**config.mk**
```make
export PLATFORM = sky130hd
export DESIGN_NAME = placar_hex
export DESIGN_NICKNAME = d
export VERILOG_FILES = /design/src/rtl/placar_pkg.sv /design/src/rtl/seg7_dec.sv /design/src/rtl/placar_hex.sv
export SDC_FILE = /design/constraint.sdc
export NUM_CORES = 1
export LEC_CHECK = 0
export ABC_AREA = 1
export CAP_MARGIN = 10
export CORE_MARGIN = 1
export CORE_UTILIZATION = 57
export DETAILED_ROUTE_END_ITERATION = 7
export PLACE_DENSITY = 0.91
export SLEW_MARGIN = 20
export SYNTH_ARGS = -nofsm -noshare
export SYNTH_HDL_FRONTEND = slang
export SYNTH_SLANG_ARGS = --single-unit
```
**constraint.sdc**
```tcl
create_clock -name CLOCK_50 -period 5.5 [get_ports CLOCK_50]
set_clock_uncertainty 0.1 [all_clocks]
set_input_delay 1.65 -clock CLOCK_50 [delete_from_list [all_inputs] [get_ports CLOCK_50]]
set_output_delay 1.65 -clock CLOCK_50 [all_outputs]
set_load 0.03 [all_outputs]
```
**src/rtl/placar_pkg.sv**
```systemverilog
// Shared types and constants for the score/lives board: FSM states, 7-segment glyphs
// (active-low, bit6=g .. bit0=a) and a saturating-free 4-digit BCD adder.
package placar_pkg;

  typedef enum logic [1:0] {
    StJogando,
    StInvuln,
    StPerdeu
  } estado_e;

  localparam int unsigned VidasIniciaisDef = 3;
  localparam int unsigned InvulnCiclosDef  = 25_000_000;
  localparam int unsigned PontosDef        = 1;

  localparam logic [6:0] SegBlank = 7'b1111111;
  localparam logic [6:0] SegP     = 7'b0001100;
  localparam logic [6:0] SegL     = 7'b1000111;
  localparam logic [6:0] SegDash  = 7'b0111111;
  localparam logic [6:0] Seg0     = 7'b1000000;
  localparam logic [6:0] Seg1     = 7'b1111001;
  localparam logic [6:0] Seg2     = 7'b0100100;
  localparam logic [6:0] Seg3     = 7'b0110000;
  localparam logic [6:0] Seg4     = 7'b0011001;
  localparam logic [6:0] Seg5     = 7'b0010010;
  localparam logic [6:0] Seg6     = 7'b0000010;
  localparam logic [6:0] Seg7     = 7'b1111000;
  localparam logic [6:0] Seg8     = 7'b0000000;
  localparam logic [6:0] Seg9     = 7'b0010000;

  // Returns {carry_out, sum}; a set carry_out means the true sum exceeded 9999.
  function automatic logic [16:0] bcd_soma(input logic [15:0] s, input logic [3:0] inc);
    logic [4:0]  t;
    logic [3:0]  c;
    logic [15:0] r;
    c = inc;
    r = '0;
    for (int i = 0; i < 4; i++) begin
      t = {1'b0, s[4*i +: 4]} + {1'b0, c};
      if (t > 5'd9) begin
        t = t - 5'd10;
        r[4*i +: 4] = t[3:0];
        c = 4'd1;
      end else begin
        r[4*i +: 4] = t[3:0];
        c = 4'd0;
      end
    end
    return {c[0], r};
  endfunction

endpackage

```
**src/rtl/seg7_dec.sv**
```systemverilog
// BCD digit to active-low 7-segment pattern; codes above 9 show blank.
module seg7_dec
  import placar_pkg::*;
(
  input  logic [3:0] bcd_i,
  output logic [6:0] seg_o
);

  always_comb begin
    seg_o = SegBlank;
    case (bcd_i)
      4'd0:    seg_o = Seg0;
      4'd1:    seg_o = Seg1;
      4'd2:    seg_o = Seg2;
      4'd3:    seg_o = Seg3;
      4'd4:    seg_o = Seg4;
      4'd5:    seg_o = Seg5;
      4'd6:    seg_o = Seg6;
      4'd7:    seg_o = Seg7;
      4'd8:    seg_o = Seg8;
      4'd9:    seg_o = Seg9;
      default: seg_o = SegBlank;
    endcase
  end

endmodule

```
**src/rtl/placar_hex.sv**
```systemverilog
// Game scoreboard: counts enemy kills in BCD, tracks lives with a post-hit invulnerability
// window, and drives six 7-segment displays.
module placar_hex
  import placar_pkg::*;
#(
  parameter int unsigned VIDAS_INICIAIS     = VidasIniciaisDef,
  parameter int unsigned INVULN_CICLOS      = InvulnCiclosDef,
  parameter int unsigned PONTOS_POR_INIMIGO = PontosDef
) (
  input  logic       CLOCK_50,
  input  logic       reset,
  input  logic       pausa,
  input  logic       acerto_inimigo,
  input  logic       nave_atingida,
  output logic       perdeu,
  output logic [3:0] vidas,
  output logic [6:0] HEX0,
  output logic [6:0] HEX1,
  output logic [6:0] HEX2,
  output logic [6:0] HEX3,
  output logic [6:0] HEX4,
  output logic [6:0] HEX5
);

  localparam int unsigned CntW = (INVULN_CICLOS > 1) ? $clog2(INVULN_CICLOS) : 1;
  localparam logic [CntW-1:0] CntLoad = CntW'(INVULN_CICLOS - 1);

  estado_e       estado_q, estado_d;
  logic [3:0]    vidas_q, vidas_d;
  logic [CntW-1:0] cnt_q, cnt_d;
  logic [15:0]   score_q, score_d;
  logic          acerto_q, nave_q;
  logic          ev_acerto, ev_nave;
  logic [16:0]   soma;

  always_ff @(posedge CLOCK_50) begin
    if (reset) begin
      estado_q <= StJogando;
      vidas_q  <= 4'(VIDAS_INICIAIS);
      cnt_q    <= '0;
      score_q  <= '0;
    end else begin
      estado_q <= estado_d;
      vidas_q  <= vidas_d;
      cnt_q    <= cnt_d;
      score_q  <= score_d;
    end
    // Histories track the inputs even in reset, so a level held across release is no event.
    acerto_q <= acerto_inimigo;
    nave_q   <= nave_atingida;
  end

  always_comb begin
    estado_d  = estado_q;
    vidas_d   = vidas_q;
    cnt_d     = cnt_q;
    score_d   = score_q;
    ev_acerto = acerto_inimigo & ~acerto_q & ~pausa;
    ev_nave   = nave_atingida & ~nave_q & ~pausa;
    soma      = bcd_soma(score_q, 4'(PONTOS_POR_INIMIGO));

    unique case (estado_q)
      StJogando: begin
        if (ev_nave) begin
          if (vidas_q > 4'd1) begin
            vidas_d  = vidas_q - 4'd1;
            cnt_d    = CntLoad;
            estado_d = StInvuln;
          end else begin
            vidas_d  = 4'd0;
            estado_d = StPerdeu;
          end
        end
      end
      StInvuln: begin
        if (!pausa) begin
          if (cnt_q == '0) begin
            estado_d = StJogando;
          end else begin
            cnt_d = cnt_q - CntW'(1);
          end
        end
      end
      StPerdeu: begin
      end
      default: estado_d = StJogando;
    endcase

    // Kills still score on the same edge that costs the last life.
    if (ev_acerto && (estado_q != StPerdeu)) begin
      score_d = soma[16] ? 16'h9999 : soma[15:0];
    end
  end

  assign perdeu = (estado_q == StPerdeu);
  assign vidas  = vidas_q;

  always_comb begin
    HEX4 = SegBlank;
    if (estado_q == StPerdeu) begin
      HEX4 = SegL;
    end else if (pausa) begin
      HEX4 = SegP;
    end else if (estado_q == StInvuln) begin
      HEX4 = SegDash;
    end
  end

  seg7_dec u_hex0 (.bcd_i(score_q[3:0]),   .seg_o(HEX0));
  seg7_dec u_hex1 (.bcd_i(score_q[7:4]),   .seg_o(HEX1));
  seg7_dec u_hex2 (.bcd_i(score_q[11:8]),  .seg_o(HEX2));
  seg7_dec u_hex3 (.bcd_i(score_q[15:12]), .seg_o(HEX3));
  seg7_dec u_hex5 (.bcd_i(vidas_q),        .seg_o(HEX5));

endmodule
```
==> results of run 1 <==
cell families (layout without fill, tap and decap cells):
kind of cell	Yosys count	in the layout
AO/OA/AOI/OAI	76	76
XOR/XNOR	23	23
adder cells (fa/ha/maj)	39	39
buffers and inverters	93	152
flip-flops	84	84
other	1	1
AND/OR/NAND/NOR	365	365
how the worst max path moves through the flow:
stage	startpoint	endpoint	slack, ns	cells past startpoint
finish	score_q[0]	u_hex2.seg_o[0]	0.18	35
global route	score_q[0]	u_hex0.seg_o[3]	-0.07	36
CTS	score_q[0]	u_hex2.seg_o[0]	0.007	35
detailed placement	score_q[0]	u_hex0.seg_o[3]	-0.37	37
global placement	score_q[0]	u_hex0.seg_o[3]	0.11	37
floorplan	score_q[0]	u_hex0.seg_o[3]	0.41	37
sequential cells by signal (all words and copies together), names as in the netlist:
name	flops
u_hex1.seg_o	7
u_hex2.seg_o	7
u_hex0.seg_o	7
u_hex5.seg_o	7
acerto_q	1
nave_q	1
u_hex3.seg_o	7
vidas	4
cnt_q	25
estado_q	2
score_q	16
cell usage after synthesis, types with 3 or more instances:
cell / instances
nor2_1: 76
nand2_1: 176
buf_6: 3
dfxtp_1: 84
clkbuf_1: 4
buf_2: 3
inv_2: 9
nand2_2: 12
or2_2: 5
nand3b_1: 9
o21ai_1: 7
nor2_2: 3
inv_1: 64
nand3_2: 3
nand3_1: 61
ha_1: 39
a21oi_1: 35
xor2_1: 11
nor2_4: 5
nand4_1: 7
xnor2_2: 3
o21ai_0: 25
buf_4: 7
xnor2_1: 9
tightest hold or removal path, delay by kind of cell (launching register included):
family | cells | cell delay (ns)
compound gates | 1 | 0.05
simple gates | 1 | 0.06
flops | 1 | 0.32
power by group:
group	leakage, nW	switching, mW	internal (mW)
combinational	1.98	0.217	0.126
clock	0.116	0.221	0.312
sequential	0.687	0.0285	0.640
metal layers:
| metal | GRT usage (%) | wire (um) |
|---|---|---|
| met1 | 28.4 | 4620 |
| met2 | 51.2 | 6280 |
| met3 | 4.27 | 664 |
| met4 | 10.4 | 316 |
| met5 | 0 | 0 |
layout make-up:
cell class / count / share of cell area [%]
sequential: 84 / 28.9
multi-input combinational: 504 / 49.6
tap: 105 / 2.25
clock inverter: 4 / 1.67
inverter: 75 / 4.92
clock buffer: 11 / 2.43
timing repair buffer: 62 / 10.2
placed cells by master (no fill, tap or decap), types with 2 or more instances in the layout:
| master | netlist | routed |
|---|---|---|
| nor2_2 | 3 | 9 |
| nor3_1 | 2 | 2 |
| ha_2 | 0 | 4 |
| nor2_4 | 5 | 5 |
| nand3_2 | 3 | 3 |
| bufinv_16 | 0 | 3 |
| nand2_2 | 12 | 18 |
| nor2_1 | 76 | 70 |
| o21ai_2 | 2 | 2 |
| clkbuf_8 | 0 | 10 |
| nand4_1 | 7 | 7 |
| xnor2_1 | 9 | 8 |
| o21ai_0 | 25 | 25 |
| ha_4 | 0 | 3 |
| inv_1 | 64 | 59 |
| nand3_1 | 61 | 61 |
| ha_1 | 39 | 32 |
| dfxtp_1 | 84 | 82 |
| inv_2 | 9 | 14 |
| o21ai_1 | 7 | 7 |
| nand2_4 | 2 | 3 |
| nand3b_1 | 9 | 9 |
| nand2_1 | 176 | 169 |
| a21oi_2 | 2 | 2 |
| a21oi_4 | 2 | 3 |
| clkdlybuf4s50_1 | 0 | 50 |
| xnor2_2 | 3 | 4 |
| or2_2 | 5 | 5 |
| a21oi_1 | 35 | 34 |
| buf_4 | 7 | 11 |
| xor2_1 | 11 | 11 |
stage by stage:
stage / hold slack, ns / utilization (%)
5_1_grt: 0.386 / 70.6
2_1_floorplan: 0.343 / -
6_report: 0.371 / 70.6
3_3_place_gp: 0.352 / 65.5
4_1_cts: 0.373 / 69.1
3_5_place_dp: 0.361 / 65.5
repair_timing:
action / 4_1_cts / 5_1_grt
endpoints found under the setup margin: 27 / 30
pin swaps: 4 / 10
buffers inserted: 4 / 5
resized for setup: 12 / 23
==> flow_summary.yaml, run 1 <==
hold_path:
  holdCritStartpoint: "cnt_q[23]"
  hold_class: "register to register"
  min_to: "cnt_q[23]"
  worst_hold_path.num_cells: 2
placed_design:
  hpwl_um: 8140
  portBuffers: 50
  place_area_sq_mm: 0.00541
  place_congestion: 0.939
  place_ws_ns: -0.366
  placed_cells: 821
routing:
  dr.pass1.iters: 6
  ant_nets: 0
  routed_wl_um: 11900
  via_count: 4642
  drc: 0
  dr.first_iter.drc_count: 251
  viasPerCell: 5.49
  wire_per_inst_um: 14.1
critical_path:
  rrSetupSlack_ns: 0.18
  path_class: "register to register"
  worst_setup_path_start_kind: "register"
  cp_top_family: "adder cells"
  crit_top_cell: "nand2_1"
  arrival_ns: 5.47
  cp_max_fo: 7
  path_buf_inv: 4
  reg2reg_to: "u_hex2.seg_o[0]"
  cp.required_ns: 5.65
  crit-reg2reg-launch: "score_q[0]"
  slowest_stage: "dfxtp_4"
  cpPeakStageDelay_ns: 0.39
  r2r_cells: 35
  critPathCaptureType: "register"
clocking:
  cts_buffer_depth: 2
  clkTransAtPathRegs_ns: 0.08
  clock-sinks: 84
  cts_tree: "yes"
  ctsHoldBuffers: 0
  cts_buffers: 9
  htreeDepth: 3
  cts_root_buf: "clkbuf_8"
  clock_latency_ns: 0.36
final_layout:
  antenna_cells: 0
  num-nets-final: 780
  multi_input_area_sq_mm: 0.00289
  stdcell_count: 845
  fillCellCount: 615
  final_area_sq_mm: 0.00583
  regArea_sq_mm: 0.00169
  final_layout_size_suffix_gt1_share_pct: 14.5
  area_delta_synth_final_pct: 19.5
global_route:
  grt_pass1_wl_um: 18800
  grt_max_degree: 34
  antenna_found_initial: 0
  grt_overflow: 0
  grt_pass1_vias: 4423
  grt_use_total_pct: 26.5
logic_synthesis:
  ys_types: 40
  synthAdderAreaFrac_pct: 10.0
  synthXorXnorAreaFrac_pct: 4.59
  syn_inst: 681
  synth_edf_count: 0
  synth.area.mux_share_pct: 0
  syn_area_sq_mm: 0.00487
  yosysTopAreaCell: "dfxtp_1"
  ys_ff_latch: 84
  async_flop_share_pct: 0
  synth_area_leaders: "dfxtp_1 34%, nand2_1 14%, ha_1 10%"
  yosysWarnings: 0
  synth_top_family_by_area: "simple AND/OR/NAND/NOR gates"
  synth_top_cell_area_share_pct: 34.5
  ys_seq_area_share_pct: 34.5
  avgSynthCellArea_sq_um: 7.16
  synth_compound_area_share_pct: 8.75
  synth-main-ff-cell: "dfxtp_1"
  syn-num-nets: 725
  synthSimpleGateAreaFrac_pct: 33.7
power_and_ir_drop:
  ir_drop_v: 0.000172
  cellLeakagePower_nw: 2.78
  power_density_mw_per_mm2: 265
  power_mw: 1.54
floorplan:
  die_w_um: 94.5
  fp-row-count: 33
  die_area_sq_mm: 0.00893
  io_pins: 52
  fp.dieH_um: 94.5
  coreArea_sq_mm: 0.00826
  start_util_pct: 59.0
sta:
  finalHoldViolCount: 0
  layout_setup_ws_ns: 0.181
  fmax_mhz: 188
  drv_slew: 0
  slew_headroom_pct: 61.3
  fin_crit_sh_pct: 96.7
  post-route-min-period_ns: 5.32
  setup_viol: 0
  worstMarginPinSlew_ns: 0.580
  timing.setup.tns_ns: 0
run:
  cap_violations: 0
status:
  status: "completed"
(Power assumes the default switching activity.)
==> run 2, diff against run 1 <==
- SETUP_SLACK_MARGIN: not set -> 0.3
==> run 2 against run 1 <==
The run now ends with DRC left. Clock-buffer cell count unchanged. Critical path depth fell by 1. First-iteration DRC count grew 97%. Clock power grew 2%. Die area did not move. Utilization rose by 3.1 points. Cell area is 4.4% higher. Critical path type unchanged. Critical endpoint is now u_hex1.seg_o[3]. Largest power group unchanged.
==> flow_summary.yaml, run 2 (synthesis results as in run 1) <==
power_and_ir_drop:
  power_density_mw_per_mm2: 257
  cellLeakagePower_nw: 2.86
  p_clk_share_pct: 34.6
  power.share.combinational_pct: 22.7
  p_seq_share_pct: 42.7
  switching_share_pct: 31.0
  power_mw: 1.57
  p_sw_mw: 0.485
  ir_drop_v: 0.000169
  internal_power_mw: 1.08
critical_path:
  critPathLaunch: "score_q[0]"
  crit-reg2reg-launch: "score_q[0]"
  slowest_stage: "dfxtp_4"
  worst_setup_path_start_kind: "register"
  cp_max_fo: 8
  crit_top_cell: "nand2_1"
  path_class: "register to register"
  critPathCaptureType: "register"
  arrival_ns: 5.54
  cp.required_ns: 5.66
  cpPeakStageDelay_ns: 0.39
sta:
  fin_crit_sh_pct: 97.7
  fmax_mhz: 186
  setup_viol: 0
  drv_slew: 0
  worstMarginPinSlew_ns: 0.644
  finalHoldViolCount: 0
  slew_headroom_pct: 57.0
  post-route-min-period_ns: 5.38
clocking:
  clock_latency_ns: 0.37
  cts_buffer_depth: 2
  clock-sinks: 84
  htreeDepth: 3
  cts_root_buf: "clkbuf_8"
  ctsHoldBuffers: 0
  cts_tree: "yes"
  cts_buffers: 9
  clkTransAtPathRegs_ns: 0.09
final_layout:
  largest_reg_flops: 25
  final_area_sq_mm: 0.00609
  fillCellCount: 567
  area_delta_synth_final_pct: 24.8
  final_util_pct: 73.7
  num-nets-final: 795
  antenna_cells: 0
  regArea_sq_mm: 0.00169
  layout_common_cells: "168 x nand2_1, 82 x dfxtp_1, 70 x nor2_1"
  regMostFlops: "cnt_q"
  final_common_cell: "nand2_1"
  multi_input_area_sq_mm: 0.00303
  final_layout_size_suffix_gt1_share_pct: 17.7
  stdcell_count: 860
  top_regs: "cnt_q (25), score_q (16)"
floorplan:
  coreArea_sq_mm: 0.00826
  start_util_pct: 59.0
  die_area_sq_mm: 0.00893
  fp.dieH_um: 94.5
  fp-row-count: 33
  die_w_um: 94.5
  io_pins: 52
placed_design:
  hpwl_um: 8140
  place_area_sq_mm: 0.00541
  portBuffers: 50
  place_congestion: 0.939
  placed_cells: 821
global_route:
  grt_overflow: 0
  grt_pass1_wl_um: 19500
  grt_max_degree: 34
  grt_use_total_pct: 27.6
  grt_pass1_vias: 4555
  antenna_found_initial: 0
run:
  cap_violations: 0
routing:
  dr.first_iter.drc_count: 495
  viasPerCell: 5.83
  ant_nets: 0
  dr.pass1.iters: 8
  via_count: 5018
  drc: 5
  wire_per_inst_um: 16.6
  routed_wl_um: 14300
status:
  status: "finished with violations"
  violations: "DRC"
hold_path:
  hold_class: "register to register"
  holdCritStartpoint: "cnt_q[23]"
[run 2: what timing repair did]
| item | CTS | global route |
|---|---|---|
| pin swaps | 6 | 22 |
| setup endpoints to repair | 35 | 33 |
| buffers inserted | 6 | 18 |
| gates resized for setup | 22 | 42 |
[run 2: cell type report]
type	instances	share of cell area [%]
clock buffer	11	2.32
clock inverter	4	1.60
inverter	75	4.75
multi-input combinational	504	49.7
sequential	84	27.8
tap	105	2.16
timing repair buffer	77	11.7
[run 2: power groups by stage]
stage	Clock [mW]	Combinational, mW	Sequential, mW
5_1_grt	0.566	0.391	0.672
2_1_floorplan	0	0.238	0.698
4_1_cts	0.536	0.335	0.668
6_report	0.543	0.355	0.669
3_3_place_gp	0	0.318	0.679
3_5_place_dp	0	0.327	0.681
[run 2: final timing paths]
path,to,slack [ns],depth (start not counted)
setup / recovery,u_hex1.seg_o[3],0.12,34
hold / removal,cnt_q[23],0.37,2
setup reg to reg,u_hex1.seg_o[3],0.12,34
hold reg to reg,cnt_q[23],0.37,2
[run 2: worst max-delay path: cells and delay by family, from the launching register on]
| family | cells | cell delay (ns) |
|---|---|---|
| AO/OA/AOI/OAI | 2 | 0.41 |
| XOR/XNOR | 3 | 0.55 |
| adder cells (fa/ha/maj) | 9 | 1.85 |
| buffers and inverters | 3 | 0.31 |
| flip-flops | 1 | 0.39 |
| AND/OR/NAND/NOR | 17 | 1.66 |
[run 2: metal layers]
metal / vias to the layer above / routed length, um / part of all wire [%] / track usage, %
met4: 0 / 777 / 5.5 / 14.1
met1: 2331 / 5280 / 37 / 28.8
met5: - / 0 / 0 / 0
met3: 96 / 983 / 6.9 / 4.51
li1: 2296 / - / - / -
met2: 295 / 7210 / 51 / 52.6
[run 2: through the flow]
step           setup TNS, ns  hold slack (ns)  setup slack, ns
6_report                   0            0.373            0.125
5_1_grt               -0.477            0.386          -0.0993
3_3_place_gp               0            0.352            0.112
4_1_cts                    0            0.373            0.314
2_1_floorplan              0            0.343            0.411
3_5_place_dp           -3.95            0.361           -0.366
